<file path="config.mk">
export PLATFORM = sky130hd
export DESIGN_NAME = score_bcd_converter_flat
export DESIGN_NICKNAME = d
export VERILOG_FILES = /design/src/rtl/score_bcd_if.sv /design/src/rtl/score_bcd_converter.sv /design/src/flat_wrapper.sv
export SDC_FILE = /design/constraint.sdc
export NUM_CORES = 1
export LEC_CHECK = 0
export BUFFER_PORTS_ARGS = -buffer_cell sky130_fd_sc_hd__buf_2
export CAP_MARGIN = 20
export CORE_ASPECT_RATIO = 0.5
export CORE_MARGIN = 2
export CORE_UTILIZATION = 60
export DETAILED_ROUTE_END_ITERATION = 12
export PLACE_DENSITY = 0.9
export SETUP_SLACK_MARGIN = 0.05
export SLEW_MARGIN = 20
export SYNTH_ARGS = -nofsm -noshare
export SYNTH_HDL_FRONTEND = slang
export SYNTH_SLANG_ARGS = --single-unit
</file>
<file path="constraint.sdc">
create_clock -name clk -period 4.7 [get_ports clk]
set_input_delay 0.94 -clock clk [delete_from_list [all_inputs] [get_ports clk]]
set_output_delay 0.94 -clock clk [all_outputs]
set_load 0.02 [all_outputs]
</file>
<file path="src/rtl/score_bcd_if.sv">
// Handshake and data bundle between the score source, the BCD converter and the display mux.
// The master drives the scores and start; the slave returns status and the four BCD digits.
interface score_bcd_if #(
    parameter int SCORE_W = 7
);
    logic [SCORE_W-1:0] score_p1;
    logic [SCORE_W-1:0] score_p2;
    logic               start;
    logic               busy;
    logic               done;
    logic [3:0]         p1_tens;
    logic [3:0]         p1_ones;
    logic [3:0]         p2_tens;
    logic [3:0]         p2_ones;

    modport master (
        output score_p1, score_p2, start,
        input  busy, done, p1_tens, p1_ones, p2_tens, p2_ones
    );

    modport slave (
        input  score_p1, score_p2, start,
        output busy, done, p1_tens, p1_ones, p2_tens, p2_ones
    );
endinterface

</file>
<file path="src/rtl/score_bcd_converter.sv">
// Converts two binary scores to BCD tens/ones with one shared shift/add-3 engine.
// Both players' digits are written on the same edge, so the display never shows a mixed pair.
module score_bcd_converter #(
    parameter int SCORE_W = 7
) (
    input  logic          clk,
    input  logic          rst,
    score_bcd_if.slave    bus
);
    localparam int              CNT_W = $clog2(SCORE_W + 1);
    localparam logic [CNT_W-1:0] LAST = CNT_W'(SCORE_W - 1);

    typedef enum logic [1:0] {S_IDLE, S_SHIFT, S_COMMIT} state_t;

    state_t             r_state;
    logic [CNT_W-1:0]   r_cnt;
    logic               r_ch;
    logic               r_busy;
    logic               r_done;
    logic               r_pending;
    logic [15:0]        r_digits;
    logic [SCORE_W-1:0] r_snap1;
    logic [SCORE_W-1:0] r_snap2;
    logic [SCORE_W-1:0] r_sh;
    logic [11:0]        r_acc;
    logic [7:0]         r_p1_res;
    logic [11:0]        w_adj;

    function automatic logic [3:0] add3(input logic [3:0] n);
        return (n >= 4'd5) ? n + 4'd3 : n;
    endfunction

    // Scores above 99 cannot be shown on two digits, so they pin to 99.
    function automatic logic [7:0] sat_digits(input logic [SCORE_W-1:0] snap,
                                              input logic [11:0] acc);
        logic [31:0] wide;
        wide = 32'(snap);
        return (wide > 32'd99) ? 8'h99 : acc[7:0];
    endfunction

    always_comb begin
        w_adj = '0;
        for (int i = 0; i < 3; i++) begin
            w_adj[4*i +: 4] = add3(r_acc[4*i +: 4]);
        end
    end

    // Control path: FSM, status flags and the committed digit outputs.
    always_ff @(posedge clk) begin
        if (!rst) begin
            r_state   <= S_IDLE;
            r_cnt     <= '0;
            r_ch      <= 1'b0;
            r_busy    <= 1'b0;
            r_done    <= 1'b0;
            r_pending <= 1'b0;
            r_digits  <= '0;
        end else begin
            r_done <= 1'b0;
            case (r_state)
                S_IDLE: begin
                    if (bus.start) begin
                        r_state <= S_SHIFT;
                        r_busy  <= 1'b1;
                        r_ch    <= 1'b0;
                        r_cnt   <= '0;
                    end
                end
                S_SHIFT: begin
                    if (bus.start) r_pending <= 1'b1;
                    if (r_cnt == LAST) begin
                        r_state <= S_COMMIT;
                        r_cnt   <= '0;
                    end else begin
                        r_cnt <= r_cnt + 1'b1;
                    end
                end
                S_COMMIT: begin
                    if (!r_ch) begin
                        if (bus.start) r_pending <= 1'b1;
                        r_ch    <= 1'b1;
                        r_state <= S_SHIFT;
                    end else begin
                        r_digits <= {r_p1_res, sat_digits(r_snap2, r_acc)};
                        r_done   <= 1'b1;
                        if (bus.start || r_pending) begin
                            r_pending <= 1'b0;
                            r_ch      <= 1'b0;
                            r_state   <= S_SHIFT;
                        end else begin
                            r_busy  <= 1'b0;
                            r_state <= S_IDLE;
                        end
                    end
                end
                default: r_state <= S_IDLE;
            endcase
        end
    end

    // Datapath: snapshots, shift register and BCD accumulator; no reset needed.
    always_ff @(posedge clk) begin
        case (r_state)
            S_IDLE: begin
                if (bus.start) begin
                    r_snap1 <= bus.score_p1;
                    r_snap2 <= bus.score_p2;
                    r_sh    <= bus.score_p1;
                    r_acc   <= '0;
                end
            end
            S_SHIFT: begin
                r_acc <= 12'({w_adj, r_sh[SCORE_W-1]});
                r_sh  <= r_sh << 1;
            end
            S_COMMIT: begin
                if (!r_ch) begin
                    r_p1_res <= sat_digits(r_snap1, r_acc);
                    r_sh     <= r_snap2;
                    r_acc    <= '0;
                end else if (bus.start || r_pending) begin
                    r_snap1 <= bus.score_p1;
                    r_snap2 <= bus.score_p2;
                    r_sh    <= bus.score_p1;
                    r_acc   <= '0;
                end
            end
            default: ;
        endcase
    end

    assign bus.busy    = r_busy;
    assign bus.done    = r_done;
    assign bus.p1_tens = r_digits[15:12];
    assign bus.p1_ones = r_digits[11:8];
    assign bus.p2_tens = r_digits[7:4];
    assign bus.p2_ones = r_digits[3:0];
endmodule
</file>
<file path="src/flat_wrapper.sv">
// flat-port wrapper written by rule: the top's interface ports become plain ports
module score_bcd_converter_flat 
#(
    parameter int SCORE_W = 7
)
  (clk, rst, bus_score_p1, bus_score_p2, bus_start, bus_busy, bus_done, bus_p1_tens, bus_p1_ones, bus_p2_tens, bus_p2_ones);
  score_bcd_if #(.SCORE_W(SCORE_W)) bus_i ();
  input  logic clk;
  input  logic rst;
  input wire logic [$bits(bus_i.score_p1)-1:0] bus_score_p1;
  input wire logic [$bits(bus_i.score_p2)-1:0] bus_score_p2;
  input wire logic [$bits(bus_i.start)-1:0] bus_start;
  output wire logic [$bits(bus_i.busy)-1:0] bus_busy;
  output wire logic [$bits(bus_i.done)-1:0] bus_done;
  output wire logic [$bits(bus_i.p1_tens)-1:0] bus_p1_tens;
  output wire logic [$bits(bus_i.p1_ones)-1:0] bus_p1_ones;
  output wire logic [$bits(bus_i.p2_tens)-1:0] bus_p2_tens;
  output wire logic [$bits(bus_i.p2_ones)-1:0] bus_p2_ones;
  assign bus_i.score_p1 = bus_score_p1;
  assign bus_i.score_p2 = bus_score_p2;
  assign bus_i.start = bus_start;
  assign bus_busy = bus_i.busy;
  assign bus_done = bus_i.done;
  assign bus_p1_tens = bus_i.p1_tens;
  assign bus_p1_ones = bus_i.p1_ones;
  assign bus_p2_tens = bus_i.p2_tens;
  assign bus_p2_ones = bus_i.p2_ones;
  score_bcd_converter #(.SCORE_W(SCORE_W)) u_core (.clk(clk), .rst(rst), .bus(bus_i));
endmodule
</file>
==> impl_metrics.yaml, run 1 <==
run_status:
  status: "finished, final reports clean"
sta:
  setup-violations-final: 0
  relSlewSlack: 0.498
  hold_viol_final: 0
  slew_violations: 0
  finalCriticalPeriod_ns: 2.33
  fmax_mhz: 430
  hold_ws_ns: 0.449
  rsz0062_at_grt: "false"
  fin_skew_ns: 0.00945
  fin_crit_sh: 0.495
  tightest_slew_ns: 0.752
  tns_ns: 0
cts:
  root_buffer: "clkbuf_8"
  post-cts-setup-buffer-count: 0
  cts_buffers: 9
  clkSinkCount: 60
  cts_tree: "built"
  clk_pin_slew_ns: 0.06
  insertion_delay_ns: 0.34
  htreeDepth: 3
  cts.repair.resized: 0
  cts.path.max_buffers: 2
  postCtsHoldBufs: 0
worst_setup_path:
  worstSetupStartpoint: "u_core.r_state[0]"
  critPathKind: "flip-flop to flip-flop"
  reg2reg_depth: 4
  cpPeakStageDelay_ns: 0.76
  cp-endpoint: "u_core.r_sh[4]"
  ff2ff_setup_slack_ns: 2.37
  reg2reg_from: "u_core.r_state[0]"
  cp-end-kind: "flip-flop"
  reg2reg_to: "u_core.r_sh[4]"
  cp_cell_sequence: "inv_1 -> ha_1 -> and2_1 -> a211oi_4"
  crit_arrival_ns: 2.30
  startpoint_type: "flip-flop"
  path_max_fanout: 20
  critPathSlowestCell: "a211oi_4"
  worstPathRequired_ns: 4.67
route:
  drt_pass1_iterations: 4
  wl_met1_um: 2270
  postRouteAntennaNets: 0
  detail_route.wl_per_cell_um: 16.5
  avgViaCountPerCell: 5.96
  vias: 1901
  routed_wirelength_um: 5250
  routed.top_layer: "met4"
  wl_met2_um: 2520
  drcViolationCount: 0
  first_iter_violations: 133
  route.met3.wl_um: 420
min_path:
  hp-class: "flip-flop to flip-flop"
finish:
  nets: 285
  fillCellCount: 263
  design_area_um2: 2960
  area.growth.synth_to_final_pct: 15.1
  final-seq-area_um2: 1550
  postLayoutCoreUtil: 0.740
  stdcell_count: 319
  multi_input_area_um2: 965
  drive_above_1_share: 0.211
  antennaDiodeCount: 0
synthesis:
  syn_area_um2: 2570
  yosysWarnings: 0
  yosysSeqAreaShare: 0.603
  synth_edf_count: 35
  syn_inst: 223
  syn_avg_cell_area_um2: 11.5
  async_flop_share: 0
  synth_cell_types: 37
  ys_seq_elements: 60
  syn_nets: 248
  synth_ff_type: "edfxtp_1"
floorplanning:
  fp.dieW_um: 96.6
  initial_core_util: 0.642
  dieHeight_um: 50.3
  core_area_um2: 4000
  io_pins: 35
  dieArea_um2: 4860
  placementRows: 16
power:
  power.density_nw_per_um2: 590
  p_leak_nw: 1.19
  max-vdd-ir-drop_uv: 322
place:
  io_buffers: 34
  placedCellCount: 303
  hpwl_um: 3480
  dpl_cell_area_um2: 2780
  place.gp.congestion: 0.759
global_route:
  grt_start_max_net_pins: 26
  grt_first_pass_wirelength_um: 8220
  antenna_found_initial: 0
  grt-ovfl-total: 0
  grt_pass1_vias: 1746
  track_usage: 0.227
flow_run:
  cap_viol_max_count: 0
==> stage by stage <==
step	power (mW)	setup WS (ns)
after floorplan	1.20	2.07
after global placement	1.30	2.19
after detailed placement	1.34	2.12
after CTS	1.73	2.10
after global routing	1.84	2.21
final	1.75	2.37
==> power breakdown <==
part	total (mW)	internal (mW)	leakage (nW)	switching [mW]
Combinational	0.527	0.209	0.554	0.318
Sequential	0.826	0.739	0.548	0.0871
Clock	0.393	0.203	0.0848	0.190
Total	1.75	1.15	1.19	0.595
==> worst max-delay path: cells and delay by family (launching register included) <==
kind / cells / cell delay, ns
buffers and inverters: 1 / 0.09
adder cells (fa/ha/maj): 1 / 0.29
flip-flops: 1 / 0.37
AND/OR/NAND/NOR: 1 / 0.44
AO/OA/AOI/OAI: 1 / 0.76
==> state kept, by name, summed over array words and instances, names as in the netlist, 2 cells and up <==
signal / count
u_core.r_state: 2
u_core.r_acc: 8
u_core.r_snap1: 5
u_core.r_digits: 16
u_core.r_cnt: 3
u_core.r_sh: 7
u_core.r_p1_res: 8
u_core.r_snap2: 7
==> per-layer routing <==
layer  vias up  GRT usage
met4         0     0.0751
li1        879          -
met2       100      0.376
met1       914      0.265
met3         8      0.107
met5         -          0
==> layout make-up <==
type	count	area share
timing repair buffer	34	0.0575
clock buffer	13	0.0503
inverter	12	0.0152
sequential	60	0.524
tap	54	0.0228
clock inverter	3	0.00465
multi-input combinational	143	0.326
==> cell usage after synthesis, types with 3 or more instances <==
library cell / number / area share
xnor2_1: 3 / 0.010
clkbuf_1: 6 / 0.0088
inv_1: 10 / 0.015
a21oi_1: 7 / 0.014
o21ai_1: 7 / 0.014
o22ai_1: 3 / 0.0073
and2_1: 10 / 0.024
edfxtp_1: 35 / 0.41
nor2_1: 9 / 0.013
nand2b_1: 4 / 0.0097
a21boi_1: 15 / 0.044
dfxtp_1: 25 / 0.19
a31oi_1: 3 / 0.0073
a22o_1: 12 / 0.041
ha_1: 8 / 0.039
nand2_1: 33 / 0.048
nand3_1: 4 / 0.0078
nor2b_1: 3 / 0.0073
==> cells in the final DEF (no fill, tap or decap), types with 2 or more instances in the layout <==
| cell type | count |
|---|---|
| inv_1 | 10 |
| ha_1 | 8 |
| buf_2 | 34 |
| nand3_1 | 4 |
| inv_2 | 2 |
| o21ai_1 | 7 |
| a21oi_1 | 7 |
| o22ai_1 | 2 |
| clkinv_2 | 2 |
| mux2i_1 | 2 |
| o311ai_2 | 2 |
| nand2b_1 | 4 |
| nor3b_1 | 2 |
| a21boi_1 | 15 |
| nand2_1 | 33 |
| nor2b_1 | 3 |
| clkbuf_8 | 10 |
| a31oi_1 | 3 |
| a22o_1 | 12 |
| nand3b_1 | 2 |
| and2_1 | 10 |
| dfxtp_1 | 25 |
| xnor2_1 | 3 |
| nor2_1 | 8 |
| clkbuf_1 | 3 |
| and3_1 | 2 |
| edfxtp_1 | 35 |
==> cells by family after synthesis <==
| kind of cell | synth area share |
|---|---|
| fa+ha+maj | 0.0389 |
| xor+xnor | 0.0102 |
| compound gates | 0.175 |
| flops | 0.603 |
| mux | 0.0122 |
| simple gates | 0.130 |
| buf+inv | 0.0302 |
==> worst min-delay path by stage <==
stage                       startpoint  cells after the start                  end
floorplan           u_core.r_p1_res[2]                      2  u_core.r_digits[10]
finish              u_core.r_digits[8]                      2   u_core.r_digits[8]
global placement    u_core.r_digits[2]                      2   u_core.r_digits[2]
detailed placement  u_core.r_digits[8]                      2   u_core.r_digits[8]
CTS                 u_core.r_digits[8]                      2   u_core.r_digits[8]
global route        u_core.r_digits[8]                      2   u_core.r_digits[8]
(Power assumes the default switching activity.)
==> run 2, diff against run 1 <==
--- a/config.mk
+++ b/config.mk
@@ -5,13 +5,14 @@
 export SDC_FILE = /design/constraint.sdc
 export NUM_CORES = 1
 export LEC_CHECK = 0
+export ABC_AREA = 1
 export BUFFER_PORTS_ARGS = -buffer_cell sky130_fd_sc_hd__buf_2
 export CAP_MARGIN = 20
 export CORE_ASPECT_RATIO = 0.5
 export CORE_MARGIN = 2
-export CORE_UTILIZATION = 60
+export CORE_UTILIZATION = 56
 export DETAILED_ROUTE_END_ITERATION = 12
-export PLACE_DENSITY = 0.9
+export PLACE_DENSITY = 0.85
 export SETUP_SLACK_MARGIN = 0.05
 export SLEW_MARGIN = 20
 export SYNTH_ARGS = -nofsm -noshare
==> constraint.sdc (replaced) <==
create_clock -name clk -period 2.2 [get_ports clk]
set_input_delay 0.44 -clock clk [delete_from_list [all_inputs] [get_ports clk]]
set_output_delay 0.44 -clock clk [all_outputs]
set_load 0.02 [all_outputs]
==> run 2 against run 1 <==
Compared with the run above:
- global-route usage shrank 2.0 points
- maximum frequency grew 23%
- count of clock-buffer cells in the layout shrank 1
- via count grew 2.3%
- worst hold slack lost 0.17 ns
- critical endpoint is now u_core.r_snap1[6]
==> impl_metrics.yaml, run 2 <==
finish:
  nets: 339
  stdcell_count: 376
  largest_register_ffs: 16
  largest-register: "u_core.r_digits"
  area.growth.synth_to_final_pct: 15.5
  final_cell_mix: "nand2_1, edfxtp_1, buf_2"
  antennaDiodeCount: 0
  reg.largest.list: "u_core.r_digits: 16 flops, u_core.r_acc: 8 flops, u_core.r_p1_res: 8 flops"
  final_common_cell: "nand2_1"
  fillCellCount: 353
  drive_above_1_share: 0.204
synthesis:
  synth-xor-area-share: 0.00339
  ys_seq_elements: 60
  synth_commonest_cells: "nand2_1, edfxtp_1, nor2_1, inv_1, dfxtp_1"
  syn_inst: 273
  synth_edf_count: 35
  synth_cell_types: 30
  yosysMostFrequentCell: "nand2_1"
  yosysSeqAreaShare: 0.600
  synthSimpleGateAreaFrac: 0.183
  synth_compound_area_frac: 0.112
  synth_area_leaders: "edfxtp_1, dfxtp_1, nand2_1"
  synthAdderAreaFrac: 0.0387
  syn_area_um2: 2580
  syn_nets: 298
  synth_top_family_by_area: "simple AND/OR/NAND/NOR gates"
  synth_ff_type: "edfxtp_1"
  async_flop_share: 0
  synthMuxAreaShare: 0
  syn_avg_cell_area_um2: 9.46
  yosysTopAreaCellShare: 0.407
  synth_area_leader_cell: "edfxtp_1"
  yosysWarnings: 0
cts:
  insertion_delay_ns: 0.33
  cts_buffers: 9
  post-cts-setup-buffer-count: 0
  cts_tree: "built"
  postCtsHoldBufs: 0
  clkSinkCount: 60
  cts.repair.resized: 0
  root_buffer: "clkbuf_8"
  htreeDepth: 3
  clk_pin_slew_ns: 0.07
  cts.path.max_buffers: 2
sta:
  fin_crit_sh: 0.860
  fmax_mhz: 528
  hold_viol_final: 0
  tightest_slew_ns: 0.526
  setup-violations-final: 0
  finalCriticalPeriod_ns: 1.89
  fin_skew_ns: 0.00739
  rsz0062_at_grt: "false"
  hold_ws_ns: 0.278
  slew_violations: 0
  relSlewSlack: 0.650
  worst_slack_ns: 0.307
  tns_ns: 0
route:
  detail_route.wl_per_cell_um: 12.6
  drt_pass1_iterations: 4
  vias: 1945
  first_iter_violations: 146
  avgViaCountPerCell: 5.17
  routed_wirelength_um: 4720
  drcViolationCount: 0
  postRouteAntennaNets: 0
place:
  hpwl_um: 3450
  io_buffers: 34
  pre_cts_slack_ns: 0.307
  placedCellCount: 360
  place.gp.congestion: 0.868
floorplanning:
  dieHeight_um: 52.0
  fp.dieW_um: 100
  dieArea_um2: 5210
  core_area_um2: 4420
  placementRows: 17
  initial_core_util: 0.584
  io_pins: 35
worst_setup_path:
  path_max_fanout: 13
  worstPathRequired_ns: 2.17
  crit_arrival_ns: 1.86
  startpoint_type: "flip-flop"
  cp-end-kind: "flip-flop"
  critPathKind: "flip-flop to flip-flop"
flow_run:
  cap_viol_max_count: 0
global_route:
  grt_pass1_vias: 1841
  grt_start_max_net_pins: 25
  grt-ovfl-total: 0
  track_usage: 0.207
  antenna_found_initial: 0
  grt_first_pass_wirelength_um: 7940
power:
  power_mw: 4.11
  max-vdd-ir-drop_uv: 696
  power.density_nw_per_um2: 1380
  p_leak_nw: 1.36
run_status:
  status: "finished, final reports clean"
min_path:
  hp-class: "input port to flip-flop"
run 2: cell count changes in the layout (fill, tap and decap cells not counted), sizes merged, moves of 3 or more:
cell and delta:
nand2 +41, nor2 +24, o21ai +20, inv +17, a21boi -15, a22o -12, and2 -10, a21oi +9
buf +4, nand2b -4, nor2b -4, xnor2 -3
run 2: power breakdown:
part	switching, mW	leakage [nW]	internal [mW]	total (mW)
registers	0.183	0.551	1.68	1.86
clock network	0.417	0.0956	0.472	0.889
logic	0.921	0.716	0.440	1.36
total	1.52	1.36	2.59	4.11
run 2: cell type report:
| class | instances | area, µm² | share of cell area |
|---|---|---|---|
| clock buffers | 12 | 156 | 0.0524 |
| clock inverters | 4 | 21.3 | 0.00713 |
| inverters | 29 | 110 | 0.0369 |
| multi-input cells | 176 | 873 | 0.293 |
| flip-flops and latches | 60 | 1550 | 0.520 |
| well taps | 57 | 71.3 | 0.0239 |
| repair buffers | 38 | 200 | 0.0671 |
run 2: worst paths after layout:
kind | start | end | slack, ns | depth (start not counted)
worst min register to register | u_core.r_cnt[2] | u_core.r_cnt[2] | 0.47 | 2
worst max-delay path | u_core.r_state[0] | u_core.r_snap1[6] | 0.31 | 6
worst max register to register | u_core.r_state[0] | u_core.r_snap1[6] | 0.31 | 6
worst min-delay path | bus_score_p2[3] | u_core.r_snap2[3] | 0.28 | 1
run 2: logic make-up (layout without fill, tap and decap cells):
group / count (synthesis) / in the layout
xor+xnor: 1 / 1
fa+ha+maj: 8 / 8
compound gates: 52 / 52
buf+inv: 37 / 83
flops: 60 / 60
simple gates: 115 / 115
run 2: through the flow:
step / util / cell area [µm²]
floorplan: - / 2590
CTS: 0.674 / 2980
detailed placement: 0.634 / 2810
global placement: 0.634 / 2810
finish: 0.674 / 2980
global route: 0.674 / 2980
run 2: critical path, cell delays in order (launching register included):
cell     delay (ns)
dfxtp_1        0.38
inv_1          0.09
ha_1           0.28
inv_1          0.11
nor2_2         0.05
nor2_2         0.13
o21a_1         0.48
run 2: metal layers:
metal | vias to the layer above | global-route usage | share of wire
li1 | 978 | - | -
met1 | 902 | 0.241 | 0.45
met2 | 63 | 0.347 | 0.48
met3 | 2 | 0.0780 | 0.066
met4 | 0 | 0.0959 | 0.0028
met5 | - | 0 | 0
